<file path="src/rtl/serializer_pkg.sv">
// Shared definitions for the serializer arbiter: FSM encodings, default SPI-path timing, clog2 helper.
package serializer_pkg;

    localparam int unsigned DEF_RST_CYC = 1;
    localparam int unsigned DEF_GAP_CYC = 1;

    localparam int unsigned ST_W = 6;
    localparam logic [ST_W-1:0] ST_IDLE = 6'b000001;
    localparam logic [ST_W-1:0] ST_RST  = 6'b000010;
    localparam logic [ST_W-1:0] ST_GAP  = 6'b000100;
    localparam logic [ST_W-1:0] ST_TRIG = 6'b001000;
    localparam logic [ST_W-1:0] ST_WAIT = 6'b010000;
    localparam logic [ST_W-1:0] ST_ACK  = 6'b100000;

    typedef enum logic [ST_W-1:0] {
        S_IDLE = ST_IDLE,
        S_RST  = ST_RST,
        S_GAP  = ST_GAP,
        S_TRIG = ST_TRIG,
        S_WAIT = ST_WAIT,
        S_ACK  = ST_ACK
    } state_e;

    // Ceiling log2, never less than 1 so it can size a vector directly.
    function automatic int unsigned clog2(input int unsigned v);
        int unsigned r;
        r = 1;
        while ((64'd1 << r) < 64'(v)) r++;
        return r;
    endfunction

endpackage

</file>
<file path="src/rtl/rr_arbiter.sv">
// Round-robin search: first set request after ptr, wrapping around; purely combinational.
module rr_arbiter
    import serializer_pkg::*;
#(
    parameter int unsigned NREQ = 4
) (
    input  logic [NREQ-1:0]         req,
    input  logic [clog2(NREQ)-1:0]  ptr,
    output logic [clog2(NREQ)-1:0]  grant_c,
    output logic                    valid_c
);

    localparam int unsigned IW = clog2(NREQ);

    // Scan ptr+1 .. ptr+NREQ (mod NREQ); ptr itself is checked last.
    always_comb begin
        grant_c = '0;
        valid_c = 1'b0;
        for (int unsigned i = 1; i <= NREQ; i++) begin
            if (!valid_c && req[IW'((32'(ptr) + i) % NREQ)]) begin
                valid_c = 1'b1;
                grant_c = IW'((32'(ptr) + i) % NREQ);
            end
        end
    end

endmodule

</file>
<file path="src/rtl/serializer_arbiter.sv">
// Shares one SPI serializer between NREQ requesters: round-robin grant, reset/gap/trigger
// sequencing, wait for done, one-cycle ack. Define SER_ARB_TIMEOUT_EN to add a WAIT watchdog
// that forces ACK with err after TIMEOUT cycles.
module serializer_arbiter
    import serializer_pkg::*;
#(
    parameter int unsigned NREQ    = 4,
    parameter int unsigned DW      = 32,
    parameter int unsigned RST_CYC = DEF_RST_CYC,
    parameter int unsigned GAP_CYC = DEF_GAP_CYC,
    parameter int unsigned TIMEOUT = 1023
) (
    input  logic                    clk,
    input  logic                    rst_n,
    input  logic [NREQ-1:0]         req,
    input  logic [NREQ*DW-1:0]      req_data,
    input  logic                    ser_done,
    output logic [DW-1:0]           ser_data,
    output logic                    ser_reset,
    output logic                    ser_trigger,
    output logic [NREQ-1:0]         ack,
    output logic [clog2(NREQ)-1:0]  grant_id,
    output logic                    busy,
    output logic                    err
);

    localparam int unsigned IW      = clog2(NREQ);
    localparam int unsigned CNT_MAX = (RST_CYC > GAP_CYC) ? RST_CYC : GAP_CYC;
    localparam int unsigned CW      = clog2(CNT_MAX + 1);

    // Elaboration-time parameter sanity checks.
    if (NREQ < 2 || NREQ > 8) begin : g_bad_nreq
        $error("serializer_arbiter: NREQ must be 2..8");
    end
    if (RST_CYC < 1 || GAP_CYC < 1 || TIMEOUT < 1) begin : g_bad_timing
        $error("serializer_arbiter: RST_CYC, GAP_CYC and TIMEOUT must be >= 1");
    end

    state_e             state, state_nxt;
    logic [CW-1:0]      cnt, cnt_nxt;
    logic [IW-1:0]      ptr, ptr_nxt;
    logic [IW-1:0]      arb_grant_c;
    logic               arb_valid_c;
    logic [IW-1:0]      grant_id_nxt;
    logic [DW-1:0]      ser_data_nxt;
    logic               ser_reset_nxt, ser_trigger_nxt, busy_nxt, err_nxt;
    logic [NREQ-1:0]    ack_nxt;

`ifdef SER_ARB_TIMEOUT_EN
    localparam int unsigned WW = clog2(TIMEOUT + 1);
    logic [WW-1:0]      wd, wd_nxt;
`endif

    rr_arbiter #(.NREQ(NREQ)) u_rr (
        .req     (req),
        .ptr     (ptr),
        .grant_c (arb_grant_c),
        .valid_c (arb_valid_c)
    );

    // Next-state and next-output decode; outputs are registered from the next state.
    always_comb begin
        state_nxt    = state;
        cnt_nxt      = cnt;
        ptr_nxt      = ptr;
        grant_id_nxt = grant_id;
        ser_data_nxt = ser_data;
        err_nxt      = 1'b0;
`ifdef SER_ARB_TIMEOUT_EN
        wd_nxt       = '0;
`endif
        case (state)
            S_IDLE: begin
                if (arb_valid_c) begin
                    state_nxt    = S_RST;
                    cnt_nxt      = '0;
                    grant_id_nxt = arb_grant_c;
                    ser_data_nxt = req_data[32'(arb_grant_c) * DW +: DW];
                end
            end
            S_RST: begin
                if (cnt == CW'(RST_CYC - 1)) begin
                    state_nxt = S_GAP;
                    cnt_nxt   = '0;
                end else begin
                    cnt_nxt = cnt + CW'(1);
                end
            end
            S_GAP: begin
                if (cnt == CW'(GAP_CYC - 1)) begin
                    state_nxt = S_TRIG;
                    cnt_nxt   = '0;
                end else begin
                    cnt_nxt = cnt + CW'(1);
                end
            end
            S_TRIG: state_nxt = S_WAIT;
            S_WAIT: begin
                if (ser_done) begin
                    state_nxt = S_ACK;
                end
`ifdef SER_ARB_TIMEOUT_EN
                else if (wd == WW'(TIMEOUT - 1)) begin
                    state_nxt = S_ACK;
                    err_nxt   = 1'b1;
                end else begin
                    wd_nxt = wd + WW'(1);
                end
`endif
            end
            S_ACK: begin
                state_nxt = S_IDLE;
                ptr_nxt   = grant_id;
            end
            default: state_nxt = S_IDLE;
        endcase

        ser_reset_nxt   = (state_nxt == S_RST);
        ser_trigger_nxt = (state_nxt == S_TRIG);
        busy_nxt        = (state_nxt != S_IDLE);
        ack_nxt         = (state_nxt == S_ACK) ? (NREQ'(1) << grant_id_nxt) : '0;
    end

    // State, counters, grant/data latch and registered outputs.
    always_ff @(posedge clk or negedge rst_n) begin
        if (!rst_n) begin
            state       <= S_IDLE;
            cnt         <= '0;
            ptr         <= IW'(NREQ - 1);
            grant_id    <= '0;
            ser_data    <= '0;
            ser_reset   <= 1'b0;
            ser_trigger <= 1'b0;
            ack         <= '0;
            busy        <= 1'b0;
            err         <= 1'b0;
        end else begin
            state       <= state_nxt;
            cnt         <= cnt_nxt;
            ptr         <= ptr_nxt;
            grant_id    <= grant_id_nxt;
            ser_data    <= ser_data_nxt;
            ser_reset   <= ser_reset_nxt;
            ser_trigger <= ser_trigger_nxt;
            ack         <= ack_nxt;
            busy        <= busy_nxt;
            err         <= err_nxt;
        end
    end

`ifdef SER_ARB_TIMEOUT_EN
    // WAIT watchdog counter; cleared whenever the FSM is not waiting.
    always_ff @(posedge clk or negedge rst_n) begin
        if (!rst_n) begin
            wd <= '0;
        end else begin
            wd <= wd_nxt;
        end
    end
`endif

endmodule
</file>
<file path="config.mk">
export PLATFORM = sky130hd
export DESIGN_NAME = serializer_arbiter
export DESIGN_NICKNAME = d
export VERILOG_FILES = /design/src/rtl/serializer_pkg.sv /design/src/rtl/rr_arbiter.sv /design/src/rtl/serializer_arbiter.sv
export SDC_FILE = /design/constraint.sdc
export NUM_CORES = 1
export LEC_CHECK = 0
export ABC_CLOCK_PERIOD_IN_PS = 3650
export CORE_MARGIN = 1
export CORE_UTILIZATION = 38
export CTS_BUF_LIST = sky130_fd_sc_hd__clkbuf_16
export DETAILED_ROUTE_END_ITERATION = 16
export GPL_TIMING_DRIVEN = 0
export PLACE_DENSITY = 0.85
export RECOVER_POWER = 100
export SLEW_MARGIN = 20
export SYNTH_ARGS = -nofsm -noshare
export SYNTH_HDL_FRONTEND = slang
export SYNTH_SLANG_ARGS = --single-unit
</file>
<file path="constraint.sdc">
create_clock -name clk -period 3.65 [get_ports clk]
set_clock_uncertainty 0.2 [all_clocks]
set_input_delay 0.9125 -clock clk [delete_from_list [all_inputs] [get_ports clk]]
set_output_delay 0.9125 -clock clk [all_outputs]
set_load 0.1 [all_outputs]
</file>
==> results by group <==
Synthesis
  – Gate count of the mapped netlist: 329
  – Post-Syn Nets: 464
  – Synth top area share: 37.99%
  – Ys async rst share: 100.0%
  – Most used DFF post-synth: dfrtp_1
  – Synth unique cells: 37
  – Cell taking the most area after synthesis: dfrtp_1
  – FF+latch count, synth: 49
  – Cell with the most instances after synthesis: dfrtp_1
  – Synth warn: 0
  – Post-Syn Area: 0.003030 sq mm
  – Post-synth top cells: 46 x dfrtp_1, 43 x mux2i_1, 35 x nand2_1, 25 x clkbuf_1, 25 x inv_1
  – Post-synth EDFFs: 0
  – Top cells by area, synth: dfrtp_1 38%, mux2i_1 14%, and4_1 6.4%, o211ai_1 5.5%, a31oi_1 4.5%
  – Sequential fraction of the synthesis area: 40.59%
  – Syn_area_per_cell: 9.211 sq um

Power
  – Max IR drop VDD: 480.1 uV
  – Psw: 2402 uW
  – Internal power: 1888 uW
  – Logic pwr share: 65.3%
  – Clock network power share: 13.8%
  – Leak Pwr: 0.002306 uW
  – Switching Share: 55.99%
  – PD cells: 841.9 mW/mm^2
  – Flop pwr share: 20.9%

Global route
  – Total gr overflow: 0
  – Met3 global-route usage: 5.779%
  – Global-route wire length before repair: 15.76 mm
  – Global Route met1 Usage: 29.07%
  – Gr busiest metal: met2
  – Vias in the first global route: 3232
  – Pin count of the biggest net entering global routing: 28
  – GRT Total Usage: 23.75%
  – Antenna violations before repair: 0
  – GR Layer Usage met2: 41.54%

Clock tree
  – CTS Buffer Depth: 2
  – H-tree levels: 2
  – CTS Buf Count: 5
  – Clock transition at path regs: 0.06 ns
  – Buffer count from post-CTS setup fixing: 0
  – CTS tree: yes
  – Root Buffer: clkbuf_16
  – Clock Latency Late Sink: 0.28 ns
  – Clock Sinks: 49

Timing
  – Unrepaired setup endpoints after global routing: no
  – Fmax achieved: 0.2923 GHz
  – Slew @ Worst Pin: 1.523 ns
  – Final setup viols: 0
  – Final Hold Viols: 0
  – Max-slew violations: 28
  – Fin crit share: 93.72%
  – Max_slew headroom: -1.518%
  – Min Tclk post-route: 3.421 ns

Setup path
  – Setup CP Type: in -> reg
  – Crit-path max FO: 10
  – Worst Setup SP: req[3]
  – Reg2reg end: ser_data[14]
  – Crit path arrival time: 3.36 ns
  – CP Capture Type: flip-flop
  – Worst flop-to-flop path startpoint: state[0]
  – Required time of the critical path: 3.59 ns
  – Cells on worst reg2reg path: 7
  – Worst Setup EP: ser_data[7]
  – CP startpoint kind: input port
  – Reg2reg setup slack: 0.77 ns

Finish
  – Final design utilization: 65.95%
  – Filler cell count: 654
  – Final Net Count: 647
  – N_diodes: 0
  – Layout cells sized above 1: 3.899%
  – Area growth syn-to-layout: 68.17%
  – Non-Filler Instances: 615

Die
  – Die span in x: 91.30 microns
  – Row cnt: 32
  – Starting Density: 39.22%
  – Die H: 91.30 microns
  – Core area: 0.007727 sq mm
  – Die area: 0.008336 sq mm
  – I/O pins: 177

Place
  – Cells after DPL: 607
  – Buffers on Ports: 175
  – Detailed placement HPWL: 7.706 mm
  – Routability Congestion: 0.9242

Hold path
  – Hold depth: 2
  – Worst min path class: reg -> reg

Run status
  – Failing checks: max-capacitance violations, max-slew violations
  – Run status: complete, but fails checks

Detailed routing
  – Via count: 3281
  – Drt first pass iters: 4
  – Initial DRC count: 134
  – Routed Antenna Nets: 0
  – WL/cell: 15.97 microns
  – Routed WL: 9.823 mm
  – Drc violations: 0
  – Vias/cell: 5.335

Flow run
  – Max-Cap Viols: 1
==> per-stage QoR <==
stage | hold WS [ns] | worst slack (ns) | setup TNS [ns] | power [uW] | cell area [sq um]
final | 0.2824 | 0.2292 | 0 | 4290 | 5096
after global routing | 0.3021 | 0.04118 | 0 | 4491 | 5096
after CTS | 0.2973 | 0.1906 | 0 | 4400 | 5115
after detailed placement | 0.2821 | -0.08851 | -0.9133 | 3806 | 4925
after global placement | 0.2681 | -0.04914 | -0.5289 | 3744 | 4910
after floorplan | 0.3730 | 0.9217 | 0 | 2999 | 3030
==> layer usage <==
metal / wire [microns] / share of wire (%)
met3: 870 / 8.9
met1: 3917 / 40
met4: 115 / 1.2
met5: 0 / 0
met2: 4918 / 50
==> critical path, cell delays in order <==
cell             delay, ns
clkdlybuf4s50_1       0.55
nand2b_1              0.08
a21o_1                0.17
clkbuf_1              0.22
nand3_1               0.32
clkbuf_1              0.67
mux2i_1               0.28
o221ai_1              0.14
==> worst min path at each step <==
| stage | end | from | slack (ns) |
|---|---|---|---|
| 2_1_floorplan | state[4] | state[0] | 0.37 |
| 3_3_place_gp | ser_data[28] | ser_data[28] | 0.27 |
| 3_5_place_dp | ser_data[28] | ser_data[28] | 0.28 |
| 4_1_cts | ser_data[28] | ser_data[28] | 0.30 |
| 5_1_grt | ser_data[6] | ser_data[6] | 0.30 |
| 6_report | ser_data[16] | ser_data[16] | 0.28 |
==> power by group through the flow <==
stage / sequential, uW / combinational [uW] / clock [uW]
4_1_cts: 908 / 2890 / 598
3_5_place_dp: 914 / 2890 / 0
5_1_grt: 929 / 2940 / 621
3_3_place_gp: 899 / 2850 / 0
6_report: 898 / 2800 / 591
2_1_floorplan: 2290 / 708 / 0
==> flip-flops by register name, indices dropped and copies added, names as in the netlist <==
signal and flops:
grant_id 2, ptr 2, ser_data 32, ser_trigger 1, state 6, busy 1, ser_reset 1, ack 4
==> kinds of logic (layout without fill, tap and decap cells) <==
| logic type | after synthesis | in the layout | synth area share (%) |
|---|---|---|---|
| AOI/OAI and AO/OA | 89 | 89 | 19.28 |
| and+or+nand+nor | 89 | 89 | 17.22 |
| buffers and inverters | 55 | 239 | 7.555 |
| DFF | 49 | 49 | 40.59 |
| muxes | 45 | 45 | 14.95 |
| other | 1 | 1 | 0.1237 |
| xor gates and xnor gates | 1 | 1 | 0.2891 |
==> repair_timing <==
action,CTS,global route
gates resized for setup,0,1
endpoints found under the setup margin,0,18
hold buffers,0,0
==> final cells by class <==
type	count	area [sq um]	area share, %
plain buffers	30	135.1	2.652
inverters	25	93.84	1.841
repair buffers	176	1749	34.32
well taps	102	127.6	2.504
clock inverters	3	65.06	1.277
flip-flops and latches	49	1230	24.13
clock buffers	5	125.1	2.455
multi-input cells	225	1570	30.81
==> cell usage in the layout (no fill, tap or decap), types with 4 or more instances in the layout <==
| master | synthesis | final |
|---|---|---|
| a31oi_1 | 22 | 22 |
| and4_1 | 22 | 22 |
| clkbuf_1 | 25 | 27 |
| clkbuf_16 | 0 | 5 |
| clkdlybuf4s50_1 | 0 | 132 |
| dfrtp_1 | 46 | 46 |
| dlygate4sd3_1 | 0 | 42 |
| inv_1 | 25 | 25 |
| mux2i_1 | 43 | 43 |
| nand2_1 | 35 | 35 |
| nor2_1 | 10 | 10 |
| nor2b_1 | 4 | 4 |
| o211ai_1 | 22 | 22 |
| o21ai_0 | 24 | 24 |
| o21ai_1 | 5 | 4 |
| o221ai_1 | 10 | 10 |
Note: power is estimated with default switching activity, not from simulation.
